### src/rtl/comp_pkg.sv
// Shared types and constants for the byte-serial word comparator.
package comp_pkg;
  localparam int BYTE_W = 8;

  typedef enum logic [1:0] {
    IDLE = 2'd0,
    RUN  = 2'd1,
    DONE = 2'd2
  } state_t;
endpackage

### src/rtl/comp_8.sv
// Combinational 8-bit magnitude compare stage with EQ/GT cascade inputs.
module comp_8
  import comp_pkg::*;
(
  input  logic [BYTE_W-1:0] i_a,
  input  logic [BYTE_W-1:0] i_b,
  input  logic              i_eq1,
  input  logic              i_gt1,
  output logic              o_eq,
  output logic              o_gt
);
  // Higher-order bytes dominate: this byte only matters while everything above was equal.
  assign o_eq = i_eq1 & (i_a == i_b);
  assign o_gt = i_gt1 | (i_eq1 & (i_a > i_b));
endmodule

### src/rtl/comp_serial_word.sv
// Byte-serial unsigned word comparator, MSB byte first, one verdict per word.
module comp_serial_word
  import comp_pkg::*;
#(
  parameter int NBYTES = 4,
  parameter int CW     = $clog2(NBYTES) + 1
) (
  input  logic              clk,
  input  logic              rst_n,
  input  logic              start,
  input  logic              in_valid,
  output logic              in_ready,
  input  logic [BYTE_W-1:0] a_byte,
  input  logic [BYTE_W-1:0] b_byte,
  output logic              res_valid,
  input  logic              res_ready,
  output logic              eq,
  output logic              gt,
  output logic              lt,
  output logic              busy
);
  localparam logic [CW-1:0] LAST = CW'(NBYTES - 1);

  state_t        r_state;
  logic [CW-1:0] r_cnt;
  logic          r_eq;
  logic          r_gt;
  logic          w_eq;
  logic          w_gt;
  logic          w_done;

  comp_8 u_cmp (
    .i_a   (a_byte),
    .i_b   (b_byte),
    .i_eq1 (r_eq),
    .i_gt1 (r_gt),
    .o_eq  (w_eq),
    .o_gt  (w_gt)
  );

  always_ff @(posedge clk or negedge rst_n) begin
    if (!rst_n) begin
      r_state <= IDLE;
      r_cnt   <= '0;
      r_eq    <= 1'b1;
      r_gt    <= 1'b0;
    end else begin
      case (r_state)
        IDLE: if (start) begin
          r_state <= RUN;
          r_cnt   <= '0;
          r_eq    <= 1'b1;
          r_gt    <= 1'b0;
        end
        // A restart wins over a same-cycle beat; that beat is handshaken but dropped.
        RUN: if (start) begin
          r_cnt <= '0;
          r_eq  <= 1'b1;
          r_gt  <= 1'b0;
        end else if (in_valid) begin
          r_eq  <= w_eq;
          r_gt  <= w_gt;
          r_cnt <= r_cnt + 1'b1;
          if (r_cnt == LAST) r_state <= DONE;
        end
        DONE: if (res_ready) r_state <= IDLE;
        default: r_state <= IDLE;
      endcase
    end
  end

  assign w_done    = (r_state == DONE);
  assign in_ready  = (r_state == RUN);
  assign res_valid = w_done;
  assign busy      = (r_state != IDLE);
  assign eq        = w_done & r_eq;
  assign gt        = w_done & r_gt;
  assign lt        = w_done & ~r_eq & ~r_gt;
endmodule

### config.mk
export PLATFORM = sky130hd
export DESIGN_NAME = comp_serial_word
export DESIGN_NICKNAME = d
export VERILOG_FILES = /design/src/rtl/comp_pkg.sv /design/src/rtl/comp_8.sv /design/src/rtl/comp_serial_word.sv
export SDC_FILE = /design/constraint.sdc
export NUM_CORES = 1
export LEC_CHECK = 0
export CORE_AREA = 4 4 44 46
export CTS_CLUSTER_SIZE = 20
export DETAILED_ROUTE_END_ITERATION = 8
export DIE_AREA = 0 0 48 50
export GPL_ROUTABILITY_DRIVEN = 0
export PLACE_DENSITY = 0.84
export SKIP_CTS_REPAIR_TIMING = 1
export SLEW_MARGIN = 0
export SYNTH_ARGS = -nofsm -noshare
export SYNTH_HDL_FRONTEND = slang
export SYNTH_SLANG_ARGS = --single-unit
### constraint.sdc
create_clock -name clk -period 2 [get_ports clk]
set_clock_uncertainty 0.2 [all_clocks]
set_input_delay 0.5 -clock clk [delete_from_list [all_inputs] [get_ports clk]]
set_output_delay 0.5 -clock clk [all_outputs]
set_load 0.05 [all_outputs]
==> metrics.cfg <==
[power]
power.density_nw_per_um2 = 421
worst_supply_voltage_drop_on_vdd_uv = 285
leakage_nw = 0.465

[layout]
fillerInstances = 108
antennaDiodeCount = 0
design_area_um2 = 1070
final_cells = 120
proportion_of_layout_cells_with_a_drive_suffix_above_1_pct = 30.8
area_delta_synth_final_pct = 85.0
fin_nets = 136
multiInputGateArea_um2 = 442
layout.area.seq_um2 = 178

[route]
drtPass1Iterations = 5
total_vias_in_the_final_route = 664
wl_met1_um = 630
dr_wl_met2_um = 936
antenna_violating_nets_post_route = 0
post-route-drc-count = 0
drt-initial-drc-count = 21
routed.top_layer = met4
routed_wl_mm = 1.69
drt-wirelength-per-cell_um = 14.1
average_vias_per_placed_instance = 5.53
met3WireLength_um = 71

[logic_synthesis]
async_flop_share_pct = 100
netlist_top_cells_area = sky130_fd_sc_hd__dfrtp_1 26%, sky130_fd_sc_hd__ha_1 22%, sky130_fd_sc_hd__inv_1 7.8%, sky130_fd_sc_hd__a21oi_1 5.2%, sky130_fd_sc_hd__dfstp_2 4.6%
synth.mux.area_fraction_pct = 0
cell_types_with_the_highest_counts_after_synthesis = 12 x sky130_fd_sc_hd__inv_1, 10 x sky130_fd_sc_hd__ha_1
synth_simple_gate_area_share_pct = 20.2
yosys_warnings = 0
yosysSeqAreaShare_pct = 30.6
synth_xor_area_share_pct = 0
synth-compound-area-share_pct = 18.9
synth_nets = 101
synth.largest_area_cell = sky130_fd_sc_hd__dfrtp_1
number_of_instances_in_the_synthesized_netlist = 70
yosys_register_bits = 7
postSynthAreaPerCell_um2 = 8.24
synth_ff_type = sky130_fd_sc_hd__dfrtp_1
synth_top_cell_area_share_pct = 26.0
post_synth_instance_area_um2 = 577
synth.distinct_cells = 24
main_combinational_cell_family_by_area_after_synthesis = adder cells
post-synth-top-count-cell = sky130_fd_sc_hd__inv_1
number_of_enable_type_register_cells_in_the_synthesized_netlist = 0
synth_fa_ha_area_share_pct = 21.7

[setup_path]
timing.critical_path.required_ns = 1.94
worst-setup-path-type = in2reg
cp_data_arrival_time_ns = 1.92
timing.critical_path.from_type = input port
critical_path.endpoint_type = register
critical_path_peak_fanout = 3

[clocking]
clock_sink_count = 7
clk_pin_slew_worst_paths_ns = 0.06
clockBufferDepth = 2
root_buffer = sky130_fd_sc_hd__clkbuf_4
clkLatencyLatePin_ns = 0.26
tritoncts = done
cts_max_level = 1
cts_made_buffers = 3

[place]
dp_cells = 116
detailed_place.area_um2 = 948
io_buffers = 26
dp_hpwl_mm = 1.30

[sta]
max_slew.worst_pin.slew_ns = 0.322
relSlewSlack_pct = 78.5
fmax_mhz = 505
setup-violations-final = 0
fin_worst_hold_slack_ns = 0.296
finalCritPeriodShare_pct = 99.1
timing.final.max_slew_violations = 0
grt_setup_unrepaired = yes
hold_fails_final_rpt = 0
final.min_clock_period_ns = 1.98

[global_routing]
globalRouteTotalUtil_pct = 14.8
number_of_antenna_violations_at_the_first_check_in_global_routing = 0
largest_net_degree_at_the_start_of_global_routing = 10
grt_pass1_wl_mm = 2.51
grt_overflow_total = 0
first_global_vias = 648

[outcome]
run_status = complete, no violations

[floorplan]
design.die.area_um2 = 2400
core_area_um2 = 1510
dieWidth_um = 48
start_util_pct = 38.3
std_cell_rows = 14
floorplan.die.height_um = 50
design.portCount = 27

[run]
max_cap_viol_count = 0

[min_path]
worstHoldPathType = in2async

[final timing paths]
path,startpoint,end,slack [ns],depth (start not counted)
worst max-delay path,b_byte[7],r_gt,0.02,7
min in group clk,r_cnt[1],r_cnt[1],0.34,2
worst min-delay path,rst_n,r_state[1],0.30,1
worst max register to register,r_state[1],r_gt,0.46,4
max in group asynchronous,rst_n,r_eq,1.02,1
worst min register to register,r_cnt[1],r_cnt[1],0.34,2
[placed cells by master (no fill, tap or decap)]
cell / n
sky130_fd_sc_hd__nand2b_4: 1
sky130_fd_sc_hd__buf_6: 2
sky130_fd_sc_hd__a211oi_2: 1
sky130_fd_sc_hd__nand4_1: 1
sky130_fd_sc_hd__dfrtp_2: 1
sky130_fd_sc_hd__inv_2: 1
sky130_fd_sc_hd__nor3_2: 1
sky130_fd_sc_hd__ha_1: 6
sky130_fd_sc_hd__nand3_1: 1
sky130_fd_sc_hd__o21ai_2: 1
sky130_fd_sc_hd__o22ai_1: 1
sky130_fd_sc_hd__a22oi_1: 1
sky130_fd_sc_hd__ha_4: 4
sky130_fd_sc_hd__nor2_1: 6
sky130_fd_sc_hd__a21oi_1: 6
sky130_fd_sc_hd__or2_2: 1
sky130_fd_sc_hd__a21o_1: 1
sky130_fd_sc_hd__a31oi_1: 1
sky130_fd_sc_hd__nor3_1: 1
sky130_fd_sc_hd__buf_12: 5
sky130_fd_sc_hd__dfrtp_1: 5
sky130_fd_sc_hd__nor2b_2: 1
sky130_fd_sc_hd__clkbuf_4: 3
sky130_fd_sc_hd__o221ai_2: 1
sky130_fd_sc_hd__clkinvlp_4: 1
sky130_fd_sc_hd__and2_4: 1
sky130_fd_sc_hd__o21ai_0: 3
sky130_fd_sc_hd__clkbuf_1: 1
sky130_fd_sc_hd__dfstp_2: 1
sky130_fd_sc_hd__nand4_4: 1
sky130_fd_sc_hd__nor2b_1: 1
sky130_fd_sc_hd__a2111oi_2: 1
sky130_fd_sc_hd__buf_4: 4
sky130_fd_sc_hd__inv_1: 10
sky130_fd_sc_hd__nand2b_1: 1
sky130_fd_sc_hd__clkdlybuf4s50_1: 20
sky130_fd_sc_hd__nand2_1: 6
[cell type report]
| cell class | count | area share (%) |
|---|---|---|
| clock buffer | 4 | 2.46 |
| multi-input combinational | 50 | 41.4 |
| sequential | 7 | 16.6 |
| inverter | 12 | 4.57 |
| timing repair buffer | 31 | 33.1 |
| tap | 16 | 1.88 |
[logic make-up after synthesis]
logic type               Yosys count
AO/OA/AOI/OAI                     17
buffers and inverters             13
adder cells (fa/ha/maj)           10
AND/OR/NAND/NOR                   23
flip-flops                         7
[where the power goes]
| group | internal (mW) | total (mW) | switching, mW | leakage [nW] |
|---|---|---|---|---|
| Combinational | 0.0895 | 0.157 | 0.0679 | 0.363 |
| Clock | 0.0764 | 0.132 | 0.0553 | 0.0150 |
| Sequential | 0.151 | 0.160 | 0.00937 | 0.0871 |
[state kept, by name (all words and copies together) (netlist names)]
register / flops
r_state: 2
r_gt: 1
r_eq: 1
r_cnt: 3
[stage by stage]
stage | setup TNS (ns) | util (%) | setup slack (ns) | power (mW)
finish | 0 | 70.8 | 0.0182 | 0.449
floorplan | 0 | - | 0.00516 | 0.219
CTS | -0.304 | 64.7 | -0.134 | 0.422
detailed placement | -0.625 | 63.0 | -0.382 | 0.291
global route | -0.0290 | 70.8 | -0.0290 | 0.474
global placement | -0.448 | 63.0 | -0.323 | 0.285
[critical path: stages]
cell and delay [ns]:
sky130_fd_sc_hd__clkdlybuf4s50_1 0.47, sky130_fd_sc_hd__inv_2 0.05, sky130_fd_sc_hd__ha_4 0.25, sky130_fd_sc_hd__a211oi_2 0.26, sky130_fd_sc_hd__o221ai_2 0.12, sky130_fd_sc_hd__a31oi_1 0.22
sky130_fd_sc_hd__a2111oi_2 0.06
[routing by layer]
layer | track usage [%] | up-vias
met2 | 25.3 | 33
met5 | 0 | -
li1 | - | 313
met1 | 15.1 | 312
met4 | 7.62 | 0
met3 | 4.36 | 6
Power figures use the tool's default switching activity.
